$ cat config.mk
export PLATFORM = sky130hd
export DESIGN_NAME = move_sequencer
export DESIGN_NICKNAME = d
export VERILOG_FILES = /design/src/rtl/move_seq_pkg.sv /design/src/rtl/btn_debounce.sv /design/src/rtl/move_sequencer.sv
export SDC_FILE = /design/constraint.sdc
export NUM_CORES = 1
export LEC_CHECK = 0
export BUFFER_PORTS_ARGS = -buffer_cell sky130_fd_sc_hd__buf_2
export CORE_UTILIZATION = 45
export DETAILED_ROUTE_END_ITERATION = 12
export GPL_TIMING_DRIVEN = 0
export PLACE_DENSITY = 0.73
export SLEW_MARGIN = 20
export SYNTH_ARGS = -nofsm -noshare
export SYNTH_HDL_FRONTEND = slang
export SYNTH_SLANG_ARGS = --single-unit
export TNS_END_PERCENT = 20
$ cat constraint.sdc
create_clock -name Clk -period 3.3 [get_ports Clk]
set_clock_uncertainty 0.1 [all_clocks]
set_input_delay 0.33 -clock Clk [delete_from_list [all_inputs] [get_ports Clk]]
set_output_delay 0.33 -clock Clk [all_outputs]
set_load 0.05 [all_outputs]
$ cat src/rtl/move_seq_pkg.sv
// Shared definitions for the 2048 move sequencer: direction codes, FSM encoding, LFSR constants.
package move_seq_pkg;

  typedef enum logic [1:0] {
    DIR_UP    = 2'b00,
    DIR_DOWN  = 2'b01,
    DIR_LEFT  = 2'b10,
    DIR_RIGHT = 2'b11
  } dir_t;

  typedef enum logic [2:0] {
    S_IDLE       = 3'd0,
    S_MOVE_REQ   = 3'd1,
    S_MOVE_WAIT  = 3'd2,
    S_SPAWN_REQ  = 3'd3,
    S_SPAWN_WAIT = 3'd4
  } state_t;

  localparam logic [7:0] LFSR_TAPS = 8'hB8;
  localparam logic [7:0] LFSR_SEED = 8'h01;

  // Right-shifting Galois form of x^8+x^6+x^5+x^4+1
  function automatic logic [7:0] lfsr_step(input logic [7:0] v);
    return (v >> 1) ^ (v[0] ? LFSR_TAPS : 8'h00);
  endfunction

endpackage

$ cat src/rtl/btn_debounce.sv
// Per-button debouncer: level follows raw after DEBOUNCE_CYCLES stable cycles; press pulses on its rise.
module btn_debounce #(
  parameter int DEBOUNCE_CYCLES = 4
) (
  input  logic Clk,
  input  logic Reset_n,
  input  logic raw,
  output logic level,
  output logic press
);

  localparam logic [15:0] LAST = 16'(DEBOUNCE_CYCLES - 1);

  logic [15:0] cnt;

  // press is set on the same edge that flips level, so both are high in the first cycle of the new level
  always_ff @(posedge Clk or negedge Reset_n) begin
    if (!Reset_n) begin
      level <= 1'b0;
      press <= 1'b0;
      cnt   <= 16'd0;
    end else begin
      press <= 1'b0;
      if (raw != level) begin
        if (cnt == LAST) begin
          level <= raw;
          press <= raw;
          cnt   <= 16'd0;
        end else begin
          cnt <= cnt + 16'd1;
        end
      end else begin
        cnt <= 16'd0;
      end
    end
  end

endmodule

$ cat src/rtl/move_sequencer.sv
// Debounces direction buttons, arbitrates presses and sequences the board engine through move and spawn.
// Optional one-entry press queue is built when MOVE_QUEUE_EN is defined.
//
// state      | meaning
// IDLE       | waiting for a press event
// MOVE_REQ   | move_valid high until move_ready
// MOVE_WAIT  | waiting for move_done
// SPAWN_REQ  | spawn_valid high until spawn_ready
// SPAWN_WAIT | waiting for spawn_done
module move_sequencer
  import move_seq_pkg::*;
#(
  parameter int DEBOUNCE_CYCLES = 4
) (
  input  logic        Clk,
  input  logic        Reset_n,
  input  logic        btn_up,
  input  logic        btn_down,
  input  logic        btn_left,
  input  logic        btn_right,
  input  logic        game_over,
  output logic        move_valid,
  output logic [1:0]  move_dir,
  input  logic        move_ready,
  input  logic        move_done,
  input  logic        move_changed,
  output logic        spawn_valid,
  output logic [3:0]  spawn_seed,
  input  logic        spawn_ready,
  input  logic        spawn_done,
  output logic        busy,
  output logic [15:0] move_count
);

  logic [3:0] raw;
  logic [3:0] level;
  logic [3:0] press;
  logic [3:0] evt;
  logic       evt_valid;
  dir_t       evt_dir;
  state_t     state, state_next;
  logic       issue;
  dir_t       issue_dir;
  logic [7:0] lfsr;

  assign raw = {btn_right, btn_left, btn_down, btn_up};

  btn_debounce #(.DEBOUNCE_CYCLES(DEBOUNCE_CYCLES)) u_db_up (
    .Clk(Clk), .Reset_n(Reset_n), .raw(raw[0]), .level(level[0]), .press(press[0]));
  btn_debounce #(.DEBOUNCE_CYCLES(DEBOUNCE_CYCLES)) u_db_down (
    .Clk(Clk), .Reset_n(Reset_n), .raw(raw[1]), .level(level[1]), .press(press[1]));
  btn_debounce #(.DEBOUNCE_CYCLES(DEBOUNCE_CYCLES)) u_db_left (
    .Clk(Clk), .Reset_n(Reset_n), .raw(raw[2]), .level(level[2]), .press(press[2]));
  btn_debounce #(.DEBOUNCE_CYCLES(DEBOUNCE_CYCLES)) u_db_right (
    .Clk(Clk), .Reset_n(Reset_n), .raw(raw[3]), .level(level[3]), .press(press[3]));

  assign evt = press & level;

  always_comb begin
    evt_valid = |evt;
    if (evt[0])      evt_dir = DIR_UP;
    else if (evt[1]) evt_dir = DIR_DOWN;
    else if (evt[2]) evt_dir = DIR_LEFT;
    else             evt_dir = DIR_RIGHT;
  end

`ifdef MOVE_QUEUE_EN
  logic q_valid;
  dir_t q_dir;

  always_ff @(posedge Clk or negedge Reset_n) begin
    if (!Reset_n) begin
      q_valid <= 1'b0;
      q_dir   <= DIR_UP;
    end else if (state == S_IDLE) begin
      if (game_over) begin
        q_valid <= 1'b0;
      end else if (q_valid) begin
        // queued entry issues now; a same-cycle new event takes its slot
        q_valid <= evt_valid;
        q_dir   <= evt_dir;
      end
    end else if (evt_valid && !q_valid) begin
      q_valid <= 1'b1;
      q_dir   <= evt_dir;
    end
  end
`endif

  always_ff @(posedge Clk or negedge Reset_n) begin
    if (!Reset_n) state <= S_IDLE;
    else          state <= state_next;
  end

  always_comb begin
    state_next = state;
    issue      = 1'b0;
    issue_dir  = evt_dir;
    case (state)
      S_IDLE: begin
        if (!game_over) begin
`ifdef MOVE_QUEUE_EN
          if (q_valid) begin
            issue     = 1'b1;
            issue_dir = q_dir;
          end else begin
            issue = evt_valid;
          end
`else
          issue = evt_valid;
`endif
        end
        if (issue) state_next = S_MOVE_REQ;
      end
      S_MOVE_REQ:   if (move_ready) state_next = S_MOVE_WAIT;
      S_MOVE_WAIT:  if (move_done)  state_next = move_changed ? S_SPAWN_REQ : S_IDLE;
      S_SPAWN_REQ:  if (spawn_ready) state_next = S_SPAWN_WAIT;
      S_SPAWN_WAIT: if (spawn_done) state_next = S_IDLE;
      default:      state_next = S_IDLE;
    endcase
  end

  always_comb begin
    move_valid  = (state == S_MOVE_REQ);
    spawn_valid = (state == S_SPAWN_REQ);
    busy        = (state != S_IDLE);
  end

  always_ff @(posedge Clk or negedge Reset_n) begin
    if (!Reset_n) begin
      lfsr       <= LFSR_SEED;
      move_dir   <= 2'b00;
      spawn_seed <= 4'h0;
      move_count <= 16'h0000;
    end else begin
      lfsr <= lfsr_step(lfsr);
      if (issue) move_dir <= issue_dir;
      if (state == S_MOVE_WAIT && move_done && move_changed) begin
        spawn_seed <= lfsr[3:0];
        if (move_count != 16'hFFFF) move_count <= move_count + 16'd1;
      end
    end
  end

endmodule

-- After elaboration in Yosys (flattened, before gate mapping)
Cells that the tools add are included.
- add/sub/neg operators: 5
- multipliers: 0
- div/mod/pow operators: 0
- $lt $le $gt $ge: 0
- equality and inequality tests: 18
- shift operators: 0
- muxes and demuxes: 30
- bitwise operators: 2
- reduce and logical (&&, ||, !) cells: 11
- operators with widths (operator ; number):
    2-to-1 mux 16 bit ; 8
    adder 16 x 1 -> 16 bit (second input constant) ; 5
    == test 16 x 2 -> 1 bit (second input constant) ; 4
    inequality test 16 bit (second input constant) ; 1
    2-to-1 mux 3 bit ; 5
    one-hot mux 3 bit (5 select lines) ; 1
    2-to-1 mux 1 bit ; 12
    AND reduction 2 bit ; 5
    2-to-1 mux 8 bit ; 1
    XOR 7 x 8 -> 8 bit ; 1
    == test 3 x 2 -> 1 bit (second input constant) ; 2
    2-to-1 mux 2 bit ; 3
    inequality test 2 bit (second input constant) ; 3
    AND reduction 5 bit ; 1
    bitwise AND 4 bit ; 1
    inequality test 1 bit ; 4
    inequality test 2 x 1 -> 1 bit (second input constant) ; 2
    OR reduction 4 bit ; 1
    == test 3 x 1 -> 1 bit (second input constant) ; 1
    == test 3 bit (second input constant) ; 1
    zero test 3 bit ; 1
    nonzero test 3 bit ; 1
    logical AND 1 bit ; 2
- register bits after elaboration: 105
- bits in latches: 0
- memory bits (writable): 0
- bits in read-only memories: 0
- output and inout port bits: 25
- memories: 0

-- Logic depth before layout (Yosys ltp)
- depth after elaboration: 6
- depth in mapped cells: 6
- gate-level depth less buffers: 5

-- Hierarchy
A second synthesis with hierarchy kept.
- cells, all modules: 464
- area, all modules: 5068.6 um^2
- modules (own cells, without submodules) (module ; instances ; cells each ; area each (um^2) ; seq. area each (um^2)):
    btn_debounce ; 4 ; 84 ; 890.9 ; 450.4
    move_sequencer ; 1 ; 128 ; 1505.2 ; 827.0

-- Worst setup path before layout
Ideal clock, no wire load.
- path type: reg2reg
- from: register state[0]
- to: register state[0]
- library setup time: 0.095 ns
- data arrival time: 2.084 ns
- setup slack: 1.021 ns
- cell stages (with the launch flop): 5
- path buffers: 1
- cell sequence: dfrtp_1 clkbuf_1 nor3b_1 a22oi_1 o31ai_1
- longest elaborated chain between the ends: 3
- RTL lines (what ; RTL line ; source):
    from (decl) ; move_sequencer.sv:41 ; state_t state, state_next;
    from (signal assigned) ; move_sequencer.sv:92 ; else state <= state_next;
    == test 3 x 1 -> 1 bit (*) ; - ;
    named net move_valid ; move_sequencer.sv:22 ; output logic move_valid,
    inequality test 2 x 1 -> 1 bit (no source line) ; - ;
    AND reduction 5 bit (no source line) ; - ;
Mark *: on every way through the listed nets, which the timed path passes. The rest lies on a longest branch.
A chain may end at the register's enable or synchronous reset.

-- Worst setup path after layout
- from: register state[0]
- to: output port move_valid
- longest elaborated chain between the ends: 1
- RTL lines (what ; RTL line ; source):
    == test 3 x 1 -> 1 bit ; move_sequencer.sv:124 ; move_valid = (state == S_MOVE_REQ);
    to (decl) ; move_sequencer.sv:22 ;
Every way passes these cells.

==> out/metrics.yaml <==
run_status:
  status: "finished, final reports clean"
hold_path:
  whs_path_depth: 2
  hold_start: "spawn_ready"
  hold_class: "in -> reg"
grt:
  track_usage_pct: 18.7
  antenna_found_initial: 0
  grt_start_max_net_pins: 84
  grt_pass1_wl_mm: 16.8
  overflow: 0
  grt_pass1_vias: 3608
sta:
  setup_tns_ns: 0
  setup_viol: 0
  hold_ws_ns: 0.0968
  post-route-period-util_pct: 66.4
  rsz0062_at_grt: "false"
  tightestPinTransition_ns: 0.634
  fmax_ghz: 0.457
  finalHoldViolations: 0
  period_minus_slack_ns: 2.19
  relSlewSlack_pct: 57.4
  maxSlewViolCount: 0
route:
  drt-vias-per-instance: 5.40
  num_vias: 3592
  drc: 0
  drt_first_iter_violations: 146
  postRouteAntennaNets: 0
  routedWlPerCell_um: 14.4
  wirelength_mm: 9.56
  drtPass1Iterations: 6
yosys:
  yosysTopAreaCell: "dfrtp_1"
  synth_compound_area_share_pct: 2.83
  synth_cells: 475
  ys_types: 44
  syn-num-nets: 492
  synth_top_family_by_area: "simple AND/OR/NAND/NOR gates"
  synthFlopType: "dfrtp_1"
  yosys.area_share.simple_pct: 25.7
  synth_fa_ha_area_share_pct: 1.28
  synth_edf_count: 0
  synth.area.mux_share_pct: 2.27
  yosysSeqAreaShare_pct: 53.6
  syn_area_um2: 4900
  async_flop_share_pct: 100
  netlist.area_leader.share_pct: 53.1
  yosys-top-cells-area: "dfrtp_1, xnor2_1, nor2_1"
  ys.warnings.count: 0
  syn_area_per_cell_um2: 10.3
  synth-seq-cells: 105
  synth_xor_area_share_pct: 12.7
cts:
  post_cts_buffers: 0
  clockBufferDepth: 2
  cts_resized: 0
  clk_pin_slew_ns: 0.09
  root_buffer: "clkbuf_8"
  worstSkewPairLatency_ns: 0.37
  clkSinkCount: 105
  numCtsBuffers: 9
  cts_hold_buf: 1
  cts_max_level: 3
  cts_tree: "yes"
placed_design:
  gp_congestion: 0.845
  dp_hpwl_mm: 6.71
  port_buffers: 36
layout:
  num_antenna_cells: 0
  final_common_cell: "dfrtp_1"
  area_delta_synth_final_pct: 12.8
  fillCellCount: 971
  drive_above_1_share_pct: 12.7
  final_nets: 541
  multi_input_area_um2: 2200
  final_cell_mix: "dfrtp_1, nor2_1, xnor2_1"
  seqCellArea_um2: 2630
floorplanning:
  die_x_um: 106
  rows: 37
  die_h_um: 106
  io_pins: 37
  start_util_pct: 46.9
  die_area_um2: 11300
  coreArea_um2: 10500
run:
  max_cap_violations: 0
power:
  leakage_nw: 2.40
  vdd_drop_max_v: 0.000289
  power_density_nw_per_um2: 565
setup_path:
  r2r-start: "u_db_left.cnt[0]"
  cp.required_ns: 2.87
  reg2reg_depth: 6
  crit_path_max_fanout: 10
  cp-startpoint: "state[0]"
  endpoint_kind: "primary output"
  crit_type: "reg -> out"
  cp-start-kind: "flop"
  critical_path_arrival_ns: 1.76
==> metrics by stage <==
step / cell area [um2] / util [%] / worst slack (ns) / power [W] / instances
floorplan: 4900 / - / 1.02 / 0.00203 / 475
global placement: 5260 / 50.2 / 0.666 / 0.00222 / 647
detailed placement: 5290 / 50.6 / 1.16 / 0.00225 / 648
CTS: 5530 / 52.9 / 1.12 / 0.00316 / 665
global route: 5530 / 52.9 / 0.944 / 0.00330 / 665
finish: 5530 / 52.9 / 1.11 / 0.00312 / 665
==> Yosys cell counts (5+ instances only) <==
master / instances
dfrtp_1: 104
nor2_1: 68
xnor2_1: 48
nand2_1: 37
nand4_1: 26
nand3_1: 25
xor2_1: 23
nor3_1: 21
nor4_1: 21
inv_1: 11
clkbuf_1: 9
and3_1: 8
a21oi_1: 7
mux2_2: 7
ha_1: 5
nor3b_1: 5
nor4b_1: 5
==> power breakdown <==
group	leakage, nW	switching (W)	internal (W)
Sequential	1.44	0.000133	0.00141
Combinational	0.843	0.000477	0.000205
Clock	0.117	0.000411	0.000491
==> routing by layer <==
metal / GRT usage [%] / wire length [um] / vias to the layer above
li1: - / - / 1759
met1: 24.6 / 4430 / 1778
met2: 30.5 / 4670 / 42
met5: 0 / 0 / -
met3: 3.80 / 302 / 13
met4: 7.04 / 159 / 0
==> registers in the layout, summed over array words and instances (netlist names), 3 cells and up <==
register,flops
u_db_up.cnt,16
spawn_seed,4
u_db_right.cnt,16
u_db_left.cnt,16
state,3
lfsr,8
u_db_down.cnt,16
move_count,16
==> worst paths after layout <==
path,endpoint,slack [ns]
setup / recovery,move_valid,1.11
hold / removal,state[2],0.1
setup reg to reg,u_db_left.cnt[6],1.17
hold reg to reg,lfsr[6],0.27
max in group asynchronous,lfsr[0],2.13
min in group asynchronous,u_db_up.cnt[15],0.28
==> worst max-delay path, stage by stage, from the launching register on <==
cell and delay, ns:
dfrtp_1 0.35, clkbuf_1 0.31, nor3b_1 0.39, buf_2 0.34
==> area by class of cell <==
cell class	count	share of cell area, %
inverters	11	0.746
flip-flops and latches	105	47.5
multi-input cells	349	39.7
repair buffers	38	4.05
clock buffers	14	3.12
clock inverters	2	1.09
well taps	136	3.08
plain buffers	10	0.701
==> cell families (layout without fill, tap and decap cells) <==
kind of cell    after synthesis  in the layout
compound gates               21             21
mux                          10             10
buf+inv                      21             75
fa+ha+maj                     5              5
simple gates                242            242
xor+xnor                     71             71
flops                       105            105
No activity file was read; power rests on OpenSTA's default activity.
